File: config.mk
export PLATFORM = sky130hd
export DESIGN_NAME = l1a_accept_ctrl
export DESIGN_NICKNAME = d
export VERILOG_FILES = /design/src/rtl/l1_trig_pkg.sv /design/src/rtl/l1a_readout_fifo.sv /design/src/rtl/l1a_accept_ctrl.sv
export SDC_FILE = /design/constraint.sdc
export NUM_CORES = 1
export LEC_CHECK = 0
export CORE_ASPECT_RATIO = 0.9
export CORE_MARGIN = 1
export CORE_UTILIZATION = 30
export DETAILED_ROUTE_END_ITERATION = 16
export SLEW_MARGIN = 0
export SYNTH_ARGS = -nofsm -noshare
export SYNTH_HDL_FRONTEND = slang
export SYNTH_SLANG_ARGS = --single-unit
File: constraint.sdc
create_clock -name clk -period 11 [get_ports clk]
set_clock_uncertainty 0.1 [all_clocks]
set_input_delay 2.75 -clock clk [delete_from_list [all_inputs] [get_ports clk]]
set_output_delay 2.75 -clock clk [all_outputs]
set_load 0.05 [all_outputs]
File: src/rtl/l1_trig_pkg.sv
// Shared types and defaults for the L1 accept controller.
// Holds the controller state enum and the readout event record.
package l1_trig_pkg;

    localparam int L1_SCORE_W   = 32;
    localparam int L1_BCID_W    = 12;
    localparam int L1_ORBIT_LEN = 3564;

    typedef enum logic {
        IDLE,
        DEAD
    } l1a_state_t;

    typedef struct packed {
        logic [L1_BCID_W-1:0]  bcid;
        logic [L1_SCORE_W-1:0] score;
    } l1a_event_t;

endpackage

File: src/rtl/l1a_readout_fifo.sv
// First-word-fall-through FIFO of accepted events.
// Entry 0 is the head register; a pop shifts all entries down.
module l1a_readout_fifo
    import l1_trig_pkg::*;
#(
    parameter int DEPTH = 8
) (
    input  logic                     clk,
    input  logic                     rst,
    input  logic                     push,
    input  logic                     pop,
    input  l1a_event_t               din,
    output l1a_event_t               head,
    output logic                     full,
    output logic                     empty,
    output logic [$clog2(DEPTH):0]   count
);

    localparam int CW = $clog2(DEPTH) + 1;

    l1a_event_t     mem [DEPTH];
    logic           pop_ok;
    logic           push_ok;
    logic [CW-1:0]  wr_idx;

    assign empty   = (count == '0);
    assign full    = (count == CW'(DEPTH));
    assign pop_ok  = pop & ~empty;
    assign push_ok = push & (~full | pop_ok);
    assign wr_idx  = count - CW'(pop_ok);
    assign head    = mem[0];

    // Shift on pop, write the incoming event just past the surviving entries.
    always_ff @(posedge clk) begin
        if (rst) begin
            count <= '0;
            for (int i = 0; i < DEPTH; i++) begin
                mem[i] <= '0;
            end
        end else begin
            for (int i = 0; i < DEPTH; i++) begin
                if (push_ok && wr_idx == CW'(i)) begin
                    mem[i] <= din;
                end else if (pop_ok && i < DEPTH - 1) begin
                    mem[i] <= mem[(i < DEPTH - 1) ? i + 1 : i];
                end
            end
            count <= count + CW'(push_ok) - CW'(pop_ok);
        end
    end

endmodule

File: src/rtl/l1a_accept_ctrl.sv
// L1 accept controller: BCID, prescale, deadtime and readout buffer.
// Optional macro L1A_FORCE_EN adds a prescale-bypassing force_trig input.
module l1a_accept_ctrl
    import l1_trig_pkg::*;
#(
    parameter int SCORE_W    = L1_SCORE_W,
    parameter int BCID_W     = L1_BCID_W,
    parameter int ORBIT_LEN  = L1_ORBIT_LEN,
    parameter int FIFO_DEPTH = 8,
    parameter int DEADTIME   = 4
) (
    input  logic               clk,
    input  logic               rst,
    input  logic               bx_strobe,
    input  logic               orbit_sync,
    input  logic               trigger_in,
    input  logic [SCORE_W-1:0] score_in,
    input  logic [7:0]         prescale,
`ifdef L1A_FORCE_EN
    input  logic               force_trig,
`endif
    output logic               l1a,
    output logic               busy,
    output logic               rd_valid,
    input  logic               rd_ready,
    output logic [SCORE_W-1:0] rd_score,
    output logic [BCID_W-1:0]  rd_bcid,
    output logic [BCID_W-1:0]  bcid,
    output logic [15:0]        drop_cnt
);

    localparam int CW = $clog2(FIFO_DEPTH) + 1;
    localparam int DW = (DEADTIME > 0) ? $clog2(DEADTIME + 1) : 1;

    l1a_state_t     state;
    l1a_state_t     state_n;
    logic [7:0]     pscnt;
    logic [7:0]     pscnt_n;
    logic [DW-1:0]  deadcnt;
    logic [DW-1:0]  dead_n;
    logic           cand;
    logic           frc;
    logic           accept;
    logic           drop;
    logic           pop;
    logic           full;
    logic           empty;
    logic           full_now;
    logic           full_n;
    logic [CW-1:0]  count;
    logic [CW-1:0]  count_n;
    l1a_event_t     ev;
    l1a_event_t     head;

`ifdef L1A_FORCE_EN
    assign frc = bx_strobe & force_trig;
`else
    assign frc = 1'b0;
`endif

    assign cand     = bx_strobe & trigger_in;
    assign rd_valid = ~empty;
    assign pop      = rd_valid & rd_ready;
    assign full_now = full & ~pop;
    assign count_n  = count + CW'(accept) - CW'(pop);
    assign full_n   = (count_n == CW'(FIFO_DEPTH));
    assign ev.bcid  = L1_BCID_W'(bcid);
    assign ev.score = L1_SCORE_W'(score_in);
    assign rd_score = SCORE_W'(head.score);
    assign rd_bcid  = BCID_W'(head.bcid);

    l1a_readout_fifo #(
        .DEPTH (FIFO_DEPTH)
    ) u_fifo (
        .clk   (clk),
        .rst   (rst),
        .push  (accept),
        .pop   (pop),
        .din   (ev),
        .head  (head),
        .full  (full),
        .empty (empty),
        .count (count)
    );

    // Accept/drop decision and next state for prescale and deadtime.
    always_comb begin
        state_n = state;
        pscnt_n = pscnt;
        dead_n  = deadcnt;
        accept  = 1'b0;
        drop    = 1'b0;
        unique case (state)
            IDLE: begin
                if (cand | frc) begin
                    if (full_now) begin
                        drop = 1'b1;
                    end else if (frc) begin
                        accept = 1'b1;
                    end else if (pscnt >= prescale) begin
                        accept  = 1'b1;
                        pscnt_n = '0;
                    end else begin
                        pscnt_n = pscnt + 8'd1;
                    end
                end
                if (accept && DEADTIME > 0) begin
                    state_n = DEAD;
                    dead_n  = DW'(DEADTIME);
                end
            end
            DEAD: begin
                if (bx_strobe) begin
                    drop   = cand | frc;
                    dead_n = deadcnt - DW'(1);
                    if (deadcnt == DW'(1)) begin
                        state_n = IDLE;
                    end
                end
            end
        endcase
    end

    // Controller state register.
    always_ff @(posedge clk) begin
        if (rst) begin
            state   <= IDLE;
            pscnt   <= '0;
            deadcnt <= '0;
        end else begin
            state   <= state_n;
            pscnt   <= pscnt_n;
            deadcnt <= dead_n;
        end
    end

    // Registered outputs: accept pulse, busy, BX counter, drop counter.
    always_ff @(posedge clk) begin
        if (rst) begin
            l1a      <= 1'b0;
            busy     <= 1'b0;
            bcid     <= '0;
            drop_cnt <= '0;
        end else begin
            l1a  <= accept;
            busy <= (state_n == DEAD) | full_n;
            if (bx_strobe) begin
                if (orbit_sync || bcid == BCID_W'(ORBIT_LEN - 1)) begin
                    bcid <= '0;
                end else begin
                    bcid <= bcid + BCID_W'(1);
                end
            end
            if (drop && drop_cnt != 16'hFFFF) begin
                drop_cnt <= drop_cnt + 16'd1;
            end
        end
    end

endmodule

# Word level (Yosys, flattened, before mapping)
# Memory sizes are Yosys's and may differ from the RTL's.
# Index checks and enable logic that the tools add are counted.
# op_classes
muxes,81
n_eq_ne,14
n_lt_le_gt_ge,1
addsub,9
bitwise_logic,27
reduce_logical,14
# op_table
op,count
2-to-1 mux 44 bit,15
2-to-1 mux 1 bit,59
OR 1 bit,17
adder 16 x 1 -> 16 bit (second input constant),1
== test 4 x 3 -> 1 bit (second input constant),4
inequality test 16 bit (second input constant),1
adder 12 x 1 -> 12 bit (second input constant),1
== test 12 bit (second input constant),1
2-to-1 mux 12 bit,1
subtractor 4 x 1 -> 4 bit,3
logical AND 1 bit,9
adder 4 x 1 -> 4 bit,2
adder 8 x 1 -> 8 bit (second input constant),1
== test 4 x 2 -> 1 bit (second input constant),2
== test 4 bit (second input constant),2
greater-or-equal comparator 8 bit,1
logical NOT 4 bit,2
2-to-1 mux 8 bit,1
2-to-1 mux 3 bit,2
one-hot mux 3 bit (2 select lines),1
bitwise AND 1 bit,5
inverter 1 bit,5
== test 4 x 1 -> 1 bit (second input constant),1
inequality test 2 bit (second input constant),2
other kinds (6),7
# word_totals
ramBits,352
reg_bits,46
word_cells,155
out_inout_bits,75
memories,1
inputBits,46
# mem_list
memory,depth,word_bits,read_ports,rd_ports_with_merged_regs,wr,line,source
u_fifo.mem,8,44,8,0,8,l1a_readout_fifo.sv:21,l1a_event_t mem [DEPTH];

# Longest topological paths before layout
# depth
word_depth,16
ltp_mapped,15
mapped_depth_nobuf,13

# Cells and area by module
# Synthesis repeated with hierarchy kept, for this count alone.
# unflattened
hier_cells,1480
hier_area_um2,18889.4
# modules_own_cells
mod,instances,area_each_um2,seq_area_each_um2,cells_each
l1a_readout_fifo,1,16523.3,10650.2,1191
l1a_accept_ctrl,1,2366.0,840.8,289

# Worst setup path before layout
# OpenSTA, ideal clock, no wires.
# synth_path
path_type,input to register
startpoint,input rd_ready
endpoint,memory u_fifo.mem[0][264] (netlist name) (enable)
setup_ps,506
path_buffers,0
stages,8
required_ps,10394
path_slack_ps,3357
t_arrival_ps,7037
cell_sequence,nand2_1 -> inv_1 -> ha_1 -> inv_1 -> ha_1 -> and2_1 -> nand3_1 -> o21ai_0
# synth_rtl
element,line,source
"start, declared",l1a_accept_ctrl.sv:25,"input logic rd_ready,"
"end, declared",l1a_readout_fifo.sv:21,

==> flow_summary.ini <==
[placed_design]
dp.cells = 2134
dp_hpwl_microns = 26500
place_area_sq_mm = 0.0193
post-place-ws_ns = 3.57
io_buffer_count = 120
place_congestion = 0.777

[clock_tree]
root_buffer = clkbuf_16
clk_latency_ns = 0.58
clk_path_buf_depth = 3
clock-sinks = 398
hold_buffers = 0
cts-buffers-inserted = 43
cts_max_level = 2
clk_pin_slew_ns = 0.06
cts_tree = built
ctsResizeCount = 0
postCtsSetupBuffers = 0

[route]
avgViaCountPerCell = 4.91
wl_microns = 43700
vias = 10857
ant_nets = 0
drc = 0
first_iter_violations = 780
drt_first_pass_iters = 5
wl_per_cell_microns = 19.8

[outcome]
status = complete, no violations

[sta]
worst_slew_pin_slew_ns = 1.26
fmax_ghz = 0.147
slew_headroom_pct = 15.0
rsz0062_at_grt = no
slew_viol_final = 0
setup_viol = 0
hold_slack_ns = 0.390
tns_ns = 0
setup_slack_ns = 4.17
fin_crit_sh_pct = 62.0
min_period_ns = 6.83
finalHoldViolCount = 0

[floorplanning]
io_pins = 121
initial_core_util_pct = 30.3
num_rows = 84
die_w_microns = 258
die_area_sq_mm = 0.0600
coreArea_sq_mm = 0.0584
die_h_microns = 233

[critical_path]
r2r_slack_ns = 6.36
arrival_ns = 6.94
worstSetupEndpoint = u_fifo.mem[0][72]$_SDFFCE_PN0P_
path_max_fanout = 31
worstReg2RegStart = u_fifo.count[2]$_SDFF_PP0_
cp-end-kind = flip-flop
timing.rr.end = u_fifo.mem[0][248]$_DFFE_PP_
required_ns = 11.11
crit_type = primary input to flip-flop
r2r_cells = 14
crit_chain = clkdlybuf4s50_1, nand2_1, a311oi_4, and4bb_1, o211a_1, nand2_1, nand2_2, buf_4
crit_top_cell = nand2_1
critPathLaunchType = primary input
cp_slowest_cell = clkdlybuf4s50_1
startpoint = bx_strobe
slowest_delay_ns = 0.75

[layout]
nets = 1476
final_util_pct = 35.5
post_layout_nonfiller_instances = 2211
area_delta_synth_final_pct = 17.2
drive_above_1_share_pct = 7.93
final_cell_mix = 352 x edfxtp_1, 155 x a22o_1, 145 x nand2_1
diodes = 0
final_common_cell = edfxtp_1
design_area_sq_mm = 0.0208

[power_and_ir_drop]
p_leak_nw = 7.81
ir_worst_vdd_v = 0.000142
power.total_mw = 4.63
powerDensity_mw_per_mm2 = 223

[logic_synthesis]
synth_largest_area_cell = edfxtp_1
synth_area_sq_mm = 0.0177
synth_cells = 1352
syn-num-nets = 1423
ys_warn_count = 0
synth_seq_cells = 398
synth_cell_type_count = 50
syn_avg_cell_area_sq_um = 13.1
ys_seq_area_share_pct = 64.8
synth_edf_count = 352
synthTopCellsByArea = edfxtp_1 60%, a22o_1 7.7%, dfxtp_1 5.2%
synth_top_area_share_pct = 59.6
synth_ff_type = edfxtp_1
async_flop_share_pct = 0

[global_route]
antenna_found_initial = 2
grt_pass1_vias = 10835
grt_start_max_net_pins = 89
grt_use_total_pct = 14.4
grt_pass1_wl_microns = 66100
overflow = 0

[worst_hold_path]
hold_path.startpoint = deadcnt[0]$_SDFFE_PP0P_
min_path_type = flip-flop to flip-flop

[job]
drv_cap = 0
## critical path: cells and delay by family
kind	cells	cell delay (ns)
buf+inv	2	1.27
simple gates	4	1.89
compound gates	2	0.98
## worst min-delay path by stage
stage	end	slack (ns)	cells past startpoint
global placement	deadcnt[0]$_SDFFE_PP0P_	0.38	2
finish	deadcnt[0]$_SDFFE_PP0P_	0.39	2
floorplan	deadcnt[0]$_SDFFE_PP0P_	0.36	2
CTS	deadcnt[0]$_SDFFE_PP0P_	0.39	2
global route	deadcnt[0]$_SDFFE_PP0P_	0.41	2
detailed placement	deadcnt[0]$_SDFFE_PP0P_	0.38	2
## state kept, by name (all words and copies together), names as in the netlist
name	cells
drop_cnt	16
u_fifo.mem	352
busy	1
pscnt	8
state	1
deadcnt	3
bcid	12
l1a	1
u_fifo.count	4
## logic make-up after synthesis
logic type,share of synthesized area (%)
mux,4.52
buf+inv,6.03
compound gates,11.5
flops,64.8
simple gates,9.37
fa+ha+maj,1.85
xor+xnor,1.93
## metal layers
layer	vias to the layer above	wire length [microns]	global-route usage, %
met1	5421	19200	18.3
met2	287	21200	24.7
met3	72	2330	2.68
li1	5073	-	-
met4	4	1010	4.68
met5	-	26	0
## report_power, final
group	total, mW	switching, mW	internal (mW)
clock	1.49	0.606	0.883
sequential	2.19	0.107	2.08
combinational	0.949	0.670	0.279
total	4.63	1.38	3.24
## synthesized netlist by cell type, drive strengths merged (13+ instances only)
cell	instances
edfxtp	352
clkbuf	47
mux2i	80
buf	88
a21oi	14
dfxtp	46
nand2	152
ha	23
o21ai	35
nand2b	47
nand3	43
xor2	27
o22ai	45
nor2	46
nand4	13
a22o	155
inv	67
nor3	13
## cell type report
class                      count  area [sq um]
tap                          774           968
fill                        5664         37700
multi-input combinational    752          5250
clock buffer                  56          1190
timing repair buffer         143          1370
inverter                      67           251
clock inverter                21           248
sequential                   398         11500
No activity file was read; power rests on OpenSTA's default activity.
